===== src/rtl/btn_conditioner.sv =====
// Push-button front end: two-flop synchroniser, per-button debounce with press/release
// pulses, and the btn0+btn1 hold-to-reset sequencer that also stretches power-on reset.

module btn_db_lane #(
    parameter int DEBOUNCE_CYCLES = 1000000
) (
    input  logic clk,
    input  logic resetn,
    input  logic sync_in,
    output logic db,
    output logic press,
    output logic rel
);
    localparam int CW = $clog2(DEBOUNCE_CYCLES + 1);
    localparam logic [CW-1:0] CNT_LAST = CW'(DEBOUNCE_CYCLES - 1);

    logic [CW-1:0] cnt_q, cnt_d;
    logic          db_q, db_d;
    logic          press_q, press_d;
    logic          rel_q, rel_d;

    // Any cycle where the synchronised level agrees with the accepted level restarts the count.
    always_comb begin
        cnt_d   = '0;
        db_d    = db_q;
        press_d = 1'b0;
        rel_d   = 1'b0;
        if (sync_in != db_q) begin
            if (cnt_q == CNT_LAST) begin
                db_d    = sync_in;
                press_d = sync_in;
                rel_d   = ~sync_in;
            end else begin
                cnt_d = cnt_q + 1'b1;
            end
        end
    end

    always_ff @(posedge clk or negedge resetn) begin
        if (!resetn) begin
            cnt_q   <= '0;
            db_q    <= 1'b0;
            press_q <= 1'b0;
            rel_q   <= 1'b0;
        end else begin
            cnt_q   <= cnt_d;
            db_q    <= db_d;
            press_q <= press_d;
            rel_q   <= rel_d;
        end
    end

    assign db    = db_q;
    assign press = press_q;
    assign rel   = rel_q;
endmodule

module btn_conditioner #(
    parameter int NUM_BTN           = 4,
    parameter int DEBOUNCE_CYCLES   = 1000000,
    parameter int RESET_HOLD_CYCLES = 50000000,
    parameter int RST_PULSE_CYCLES  = 16
) (
    input  logic               clk,
    input  logic               resetn,
    input  logic [NUM_BTN-1:0] btn_raw,
    output logic [NUM_BTN-1:0] btn_db,
    output logic [NUM_BTN-1:0] btn_press,
    output logic [NUM_BTN-1:0] btn_release,
    output logic               sys_resetn,
    output logic               combo_hold
);
    localparam logic [1:0] ST_WAIT   = 2'd0;
    localparam logic [1:0] ST_HOLD   = 2'd1;
    localparam logic [1:0] ST_ASSERT = 2'd2;
    localparam logic [1:0] ST_REARM  = 2'd3;

    localparam int HW = $clog2(RESET_HOLD_CYCLES + 1);
    localparam int PW = $clog2(RST_PULSE_CYCLES + 1);
    localparam logic [HW-1:0] HOLD_LAST  = HW'(RESET_HOLD_CYCLES - 1);
    localparam logic [PW-1:0] PULSE_LAST = PW'(RST_PULSE_CYCLES - 1);

    logic [NUM_BTN-1:0] s1_q, s1_d, s2_q, s2_d;

    always_comb begin
        s1_d = btn_raw;
        s2_d = s1_q;
    end

    always_ff @(posedge clk or negedge resetn) begin
        if (!resetn) begin
            s1_q <= '0;
            s2_q <= '0;
        end else begin
            s1_q <= s1_d;
            s2_q <= s2_d;
        end
    end

    for (genvar i = 0; i < NUM_BTN; i++) begin : g_lane
        btn_db_lane #(
            .DEBOUNCE_CYCLES(DEBOUNCE_CYCLES)
        ) u_lane (
            .clk    (clk),
            .resetn (resetn),
            .sync_in(s2_q[i]),
            .db     (btn_db[i]),
            .press  (btn_press[i]),
            .rel    (btn_release[i])
        );
    end

    logic [1:0]    state_q, state_d;
    logic [HW-1:0] hcnt_q, hcnt_d;
    logic [PW-1:0] pcnt_q, pcnt_d;
    logic          sys_resetn_q, sys_resetn_d;
    logic          combo_hold_q, combo_hold_d;
    logic          both_held, both_up;

    assign both_held = btn_db[0] & btn_db[1];
    assign both_up   = ~btn_db[0] & ~btn_db[1];

    // Outputs are decoded from the next state so they switch on the same edge as the state.
    always_comb begin
        state_d = state_q;
        hcnt_d  = '0;
        pcnt_d  = '0;
        case (state_q)
            ST_WAIT:   if (both_held) state_d = ST_HOLD;
            ST_HOLD: begin
                if (!both_held)              state_d = ST_WAIT;
                else if (hcnt_q == HOLD_LAST) state_d = ST_ASSERT;
                else                         hcnt_d  = hcnt_q + 1'b1;
            end
            ST_ASSERT: begin
                if (pcnt_q == PULSE_LAST) state_d = ST_REARM;
                else                      pcnt_d  = pcnt_q + 1'b1;
            end
            ST_REARM:  if (both_up) state_d = ST_WAIT;
        endcase
        sys_resetn_d = (state_d != ST_ASSERT);
        combo_hold_d = (state_d == ST_HOLD);
    end

    // Reset lands in ASSERT so the power-on stretch reuses the combo pulse path.
    always_ff @(posedge clk or negedge resetn) begin
        if (!resetn) begin
            state_q      <= ST_ASSERT;
            hcnt_q       <= '0;
            pcnt_q       <= '0;
            sys_resetn_q <= 1'b0;
            combo_hold_q <= 1'b0;
        end else begin
            state_q      <= state_d;
            hcnt_q       <= hcnt_d;
            pcnt_q       <= pcnt_d;
            sys_resetn_q <= sys_resetn_d;
            combo_hold_q <= combo_hold_d;
        end
    end

    assign sys_resetn = sys_resetn_q;
    assign combo_hold = combo_hold_q;
endmodule


===== config.mk =====
export PLATFORM = sky130hd
export DESIGN_NAME = btn_conditioner
export DESIGN_NICKNAME = d
export VERILOG_FILES = /design/src/rtl/btn_conditioner.sv
export SDC_FILE = /design/constraint.sdc
export NUM_CORES = 1
export LEC_CHECK = 0
export CORE_MARGIN = 10
export CORE_UTILIZATION = 61
export CTS_CLUSTER_DIAMETER = 50
export DETAILED_ROUTE_END_ITERATION = 12
export PLACE_DENSITY = 0.85
export SLEW_MARGIN = 15
export SYNTH_ARGS = -nofsm -noshare
export SYNTH_HDL_FRONTEND = slang
export SYNTH_SLANG_ARGS = --single-unit

===== constraint.sdc =====
create_clock -name clk -period 2.77 [get_ports clk]
set_input_delay 0.554 -clock clk [delete_from_list [all_inputs] [get_ports clk]]
set_output_delay 0.554 -clock clk [all_outputs]
set_load 0.02 [all_outputs]

==> flow_metrics.tcl, run 1 <==
set metrics [dict create \
    syn_inst 637 \
    ys_seq_elements 135 \
    drtIter0Drc 428 \
    avgSynthCellArea_sq_um 10.2 \
    crit_required_ps 2220 \
    synth_seq_area_share 0.522 \
    timing.final.ws_setup_ps 469 \
    layout-drive-gt1-share 0.0875 \
    drc_errors 0 \
    status "finished clean" \
    clk-insertion-delay-late_ps 530 \
    clk_pin_slew_ps 60 \
    overflow 0 \
    initial_core_util 0.627 \
    power_density_mw_per_mm2 607 \
    vdd_ir_drop_max_mv 0.566 \
    reg2reg_slack_ps 660 \
    hold_viol 0 \
    grt_max_degree 69 \
    rsz0062_at_grt "false" \
    grt_usage 0.179 \
    globalplace.congestion 0.867 \
    die_h_um 123 \
    vias 4893 \
    dp_hpwl_um 8500 \
    cts-htree-levels 4 \
    mostFrequentLayoutCells "134 x dfrtp_1, 81 x nor2_1, 49 x xnor2_1" \
    grt_pass1_wl_um 21900 \
    tns_ps 0 \
    fin_crit_sh 0.831 \
    finalSetupViolCount 0 \
    ctsResizeCount 0 \
    crit_path_max_fanout 9 \
    hold_buffers 1 \
    timing.critical_path.from_type "register" \
    cap_violations 0 \
    antenna_found_initial 0 \
    numCtsBuffers 17 \
    wl_per_cell_um 16.1 \
    whs_ps 349 \
    worst_pin_slew_ps 686 \
    ios 20 \
    row_count 37 \
    grt_pass1_vias 4793 \
    dp_slack_ps 670 \
    fin_skew_ps 12.4 \
    cts-root-buf "clkbuf_8" \
    drt_first_pass_iters 5 \
    cts_max_path_buffers 2 \
    core_area_sq_mm 0.0103 \
    postCtsSetupRepairBufs 0 \
    slew_violations 0 \
    relSlewSlack 0.540 \
    clkSinkCount 135 \
    finalWirelength_um 13000 \
    die_x_um 123 \
    critPathBufInv 1 \
    crit_family "buffers and inverters" \
    cp_slowest_cell "clkdlybuf4s50_1" \
    tritoncts "built" \
    nNetsFinal 673 \
    utilization 0.718 \
    diodes 0 \
    critPathKind "register to output pin" \
    min_period_ps 2300 \
    ys_types 41 \
    crit_chain "clkdlybuf4s50_1" \
    p_leak_nw 2.96 \
    crit_path_end_kind "output pin" \
    mappedNetlistArea_sq_mm 0.00647 \
    syn_nets 649 \
    crit_arrival_ps 1750 \
    final_common_cell "dfrtp_1" \
    dieArea_sq_mm 0.0151 \
    ys_warn_count 0 \
    max_stage_delay_ps 680 \
    fmax_ghz 0.435 \
    postRouteAntennaNets 0 \
    viasPerCell 6.04 \
    port_buffers 19 \
    area_delta_synth_final_pct 14.6 \
    hold_path_class "register to register" \
]
-- logic make-up after synthesis --
logic type,synth area share
xor+xnor,0.0961
mux,0.00696
simple gates,0.263
buf+inv,0.0321
fa+ha+maj,0.0116
flops,0.522
compound gates,0.0683
-- sequential cells by signal, indices dropped and copies added (netlist names), 4 cells and up --
signal and flops:
pcnt_q 5, g_lane.u_lane.db 4, s2_q 4, g_lane.u_lane.cnt_q 80
g_lane.u_lane.rel 4, s1_q 4, hcnt_q 26, g_lane.u_lane.press 4
-- worst paths after layout --
| check | from | to | cells after the start |
|---|---|---|---|
| min reg2reg | s1_q[1] | s2_q[1] | 0 |
| min | s1_q[1] | s2_q[1] | 0 |
| max in group asynchronous | resetn | state_q[1] | 3 |
| max | g_lane[0].u_lane.db | btn_db[0] | 1 |
| max reg2reg | g_lane[2].u_lane.cnt_q[0] | g_lane[2].u_lane.cnt_q[11] | 6 |
| min in group asynchronous | resetn | g_lane[0].u_lane.cnt_q[19] | 2 |
-- power breakdown --
part / switching [mW] / total, mW / internal [mW]
Sequential: 0.0220 / 2.01 / 1.99
Clock: 0.860 / 2.38 / 1.52
Combinational: 0.0690 / 0.103 / 0.0337
Total: 0.951 / 4.50 / 3.55
-- stage by stage --
stage,std cells,total power [mW],instance area (sq um)
2_1_floorplan,637,2.08,6470
3_3_place_gp,777,2.15,6770
3_5_place_dp,777,2.15,6770
4_1_cts,810,4.54,7420
5_1_grt,810,4.66,7420
6_report,810,4.50,7420
-- Yosys cell counts --
| library cell | number | area share |
|---|---|---|
| a211o_1 | 1 | 0.0014 |
| a211oi_1 | 1 | 0.0012 |
| a21boi_0 | 1 | 0.0012 |
| a21oi_1 | 32 | 0.025 |
| and2_1 | 5 | 0.0048 |
| and3_1 | 21 | 0.020 |
| and3b_1 | 1 | 0.0014 |
| and4_1 | 6 | 0.0081 |
| buf_2 | 4 | 0.0031 |
| buf_4 | 12 | 0.014 |
| buf_6 | 1 | 0.0017 |
| clkbuf_1 | 9 | 0.0052 |
| dfrtp_1 | 134 | 0.52 |
| dfstp_2 | 1 | 0.0041 |
| ha_1 | 6 | 0.012 |
| inv_1 | 14 | 0.0081 |
| mux2_2 | 4 | 0.0070 |
| nand2_1 | 30 | 0.017 |
| nand3_1 | 39 | 0.030 |
| nand3_2 | 2 | 0.0031 |
| nand4_1 | 24 | 0.023 |
| nand4_2 | 2 | 0.0039 |
| nand4b_1 | 7 | 0.0095 |
| nor2_1 | 81 | 0.047 |
| nor2b_1 | 2 | 0.0019 |
| nor3_1 | 14 | 0.011 |
| nor3b_1 | 10 | 0.012 |
| nor4_1 | 16 | 0.015 |
| nor4b_1 | 8 | 0.011 |
| nor4bb_1 | 1 | 0.0015 |
| o21a_1 | 1 | 0.0012 |
| o21ai_0 | 18 | 0.014 |
| o21ai_1 | 2 | 0.0015 |
| o31ai_1 | 15 | 0.017 |
| o31ai_2 | 3 | 0.0058 |
| or3_1 | 19 | 0.018 |
| or3_2 | 1 | 0.0012 |
| or4_1 | 16 | 0.019 |
| or4_4 | 2 | 0.0035 |
| xnor2_1 | 49 | 0.066 |
| xor2_1 | 22 | 0.030 |
-- routing by layer --
| metal | up-vias | GRT usage | part of all wire |
|---|---|---|---|
| met1 | 2431 | 0.209 | 0.43 |
| met3 | 20 | 0.0570 | 0.048 |
| met2 | 109 | 0.301 | 0.51 |
| met5 | - | 0 | 0 |
| li1 | 2333 | - | - |
| met4 | 0 | 0.0713 | 0.017 |
-- cell type report --
cell class              count  area (sq um)
flip-flops and latches    135          3380
repair buffers             31           293
clock inverters            13           196
well taps                 136           170
fillers                   696          2910
inverters                  14          52.6
clock buffers              19           442
multi-input cells         462          2880
Note: power is estimated with default switching activity, not from simulation.
==> inputs of run 2 (changes only) <==
--- a/config.mk
+++ b/config.mk
@@ -6,10 +6,10 @@
 export NUM_CORES = 1
 export LEC_CHECK = 0
 export CORE_MARGIN = 10
-export CORE_UTILIZATION = 61
+export CORE_UTILIZATION = 55
 export CTS_CLUSTER_DIAMETER = 50
 export DETAILED_ROUTE_END_ITERATION = 12
-export PLACE_DENSITY = 0.85
+export PLACE_DENSITY = 0.81
 export SLEW_MARGIN = 15
 export SYNTH_ARGS = -nofsm -noshare
 export SYNTH_HDL_FRONTEND = slang
==> constraint.sdc (replaced) <==
create_clock -name clk -period 1.9 [get_ports clk]
set_input_delay 0.38 -clock clk [delete_from_list [all_inputs] [get_ports clk]]
set_output_delay 0.38 -clock clk [all_outputs]
set_load 0.02 [all_outputs]
==> run 2 against run 1 <==
  * Critical path depth up 3
  * Die area grew 9.1%
  * Hold slack improved by 2.1 ps
  * Non-clock buffer count grew 41
  * Setup slack worse by 470 ps
  * Global-route usage about the same
  * First-iteration DRC count shrank 9.6%
  * Clock power increased by 39%
  * Count of clock-buffer cells in the layout up 1
  * Clock skew down 6.6 ps
  * Combinational power is 72% higher
  * Critical path type is now register to register
  * Largest power group unchanged
==> flow_metrics.tcl, run 2 (synthesized netlist as in run 1, its figures left out) <==
set metrics [dict create \
    status "finished clean" \
    vias 5094 \
    critPathKind "register to register" \
    core_area_sq_mm 0.0115 \
    relSlewSlack 0.659 \
    port_buffers 19 \
    drt_first_pass_iters 4 \
    grt_pass1_vias 5174 \
    finalPower_mw 6.41 \
    finalNonFillerCells 859 \
    fin_skew_ps 5.78 \
    finalWirelength_um 14400 \
    place_area_sq_mm 0.00707 \
    crit_required_ps 2200 \
    dieArea_sq_mm 0.0165 \
    power_density_mw_per_mm2 815 \
    hold_path_class "register to register" \
    crit_arrival_ps 2200 \
    top_register "g_lane.u_lane.cnt_q" \
    rsz0062_at_grt "true" \
    layout-drive-gt1-share 0.179 \
    tns_ps 0 \
    grt_max_degree 46 \
    crit_path_end_kind "register" \
    clk-insertion-delay-late_ps 420 \
    fmax_ghz 0.527 \
    dp_hpwl_um 9510 \
    area_delta_synth_final_pct 21.6 \
    diodes 0 \
    globalplace.congestion 0.859 \
    grt_pass1_wl_um 24300 \
    die_h_um 128 \
    overflow 0 \
    wl_per_cell_um 16.7 \
    fin_area_sq_mm 0.00787 \
    die_x_um 128 \
    cts-htree-levels 4 \
    cap_violations 0 \
    antenna_found_initial 0 \
    drtIter0Drc 387 \
    cts_max_path_buffers 2 \
    min_period_ps 1900 \
    numCtsBuffers 17 \
    worst_pin_slew_ps 511 \
    nNetsFinal 715 \
    timing.critical_path.from_type "register" \
    clkSinkCount 135 \
    cts-root-buf "clkbuf_16" \
    final_common_cell "dfrtp_1" \
    postRouteAntennaNets 0 \
    whs_ps 351 \
    initial_core_util 0.564 \
    drc_errors 0 \
    vdd_ir_drop_max_mv 0.843 \
    p_leak_nw 3.22 \
    slew_violations 0 \
    dp.cells 820 \
    hold_viol 0 \
    clk_pin_slew_ps 60 \
    viasPerCell 5.93 \
    nFillCells 824 \
    fin_crit_sh 0.999 \
    tritoncts "built" \
    finalSetupViolCount 0 \
    ios 20 \
    largest_register_ffs 80 \
    grt_usage 0.178 \
    row_count 39 \
    mostFrequentLayoutCells "131 x dfrtp_1, 81 x nor2_1, 49 x xnor2_1, 49 x buf_4, 38 x nand3_1" \
    largestRegisters "g_lane.u_lane.cnt_q (80), hcnt_q (26), pcnt_q (5)" \
    crit_path_max_fanout 6 \
]
==> run 2: changes by cell type in the layout (fill, tap and decap cells not counted), moves of 3 or more <==
cell	before	now
dfrtp_2	0	3
or3_1	19	13
or4_4	2	7
or4_1	16	11
ha_1	6	2
clkinv_4	6	3
ha_2	0	3
dfrtp_1	134	131
a21oi_1	32	26
or3_4	0	6
clkdlybuf4s50_1	18	14
a21oi_2	0	6
buf_4	11	49
==> run 2: worst max-delay path, stage by stage, from the launching register on <==
cell and delay [ps]:
dfrtp_2 420, nand4_4 130, or4_2 770, o31ai_1 370
a21oi_2 90
==> run 2: cell type report <==
class,instances,area [sq um],area share
clock buffer,20,457,0.0580
clock inverter,12,141,0.0180
inverter,14,52.6,0.00668
timing repair buffer,72,623,0.0792
sequential,135,3380,0.430
multi-input combinational,463,3030,0.385
tap,143,179,0.0227
==> run 2: final timing paths <==
| path | from | end | slack [ps] | cells after the start |
|---|---|---|---|---|
| setup / recovery | hcnt_q[10] | hcnt_q[25] | 2 | 4 |
| hold / removal | s1_q[3] | s2_q[3] | 350 | 0 |
| setup reg to reg | hcnt_q[10] | hcnt_q[25] | 2 | 4 |
| hold reg to reg | s1_q[3] | s2_q[3] | 350 | 0 |
| max in group asynchronous | resetn | state_q[1] | 820 | 3 |
| min in group asynchronous | resetn | g_lane[0].u_lane.cnt_q[2] | 470 | 2 |
==> run 2: power by group <==
group	switching [mW]	leakage [nW]	total, mW	internal [mW]
registers	0.0331	1.84	2.94	2.91
clock network	1.27	0.293	3.30	2.02
logic	0.111	1.08	0.177	0.0660
total	1.42	3.22	6.41	4.99
==> run 2: what timing repair did <==
| action | 4_1_cts | 5_1_grt |
|---|---|---|
| gates resized for setup | 4 | 31 |
| buffers inserted | 1 | 4 |
| setup endpoints to repair | 6 | 36 |
| endpoints found under the hold margin | 42 | 0 |
| pin swaps | 0 | 13 |
| gates cloned | 0 | 1 |
| hold buffers | 1 | 0 |
==> run 2: stage by stage <==
step,util,setup WS [ps]
after CTS,0.671,7.42
final,0.686,1.53
after global routing,0.686,-74.2
after floorplan,-,11.2
after global placement,0.616,65.8
after detailed placement,0.616,-25.1
==> run 2: per-layer routing <==
metal	vias to the layer above	share of wire	wire, um	global-route usage
met5	-	0	0	0
met4	0	0.016	233	0.0735
met3	23	0.040	577	0.0480
met2	107	0.53	7580	0.304
met1	2537	0.42	5970	0.208
li1	2427	-	-	-
==> inputs of run 3 (changes only) <==
--- a/config.mk
+++ b/config.mk
@@ -8,6 +8,7 @@
 export CORE_MARGIN = 10
 export CORE_UTILIZATION = 55
 export CTS_CLUSTER_DIAMETER = 50
+export CTS_CLUSTER_SIZE = 40
 export DETAILED_ROUTE_END_ITERATION = 12
 export PLACE_DENSITY = 0.81
 export SLEW_MARGIN = 15
==> results of run 3 <==
Same layout as run 2: the final DEF is identical, and so are final timing and power.
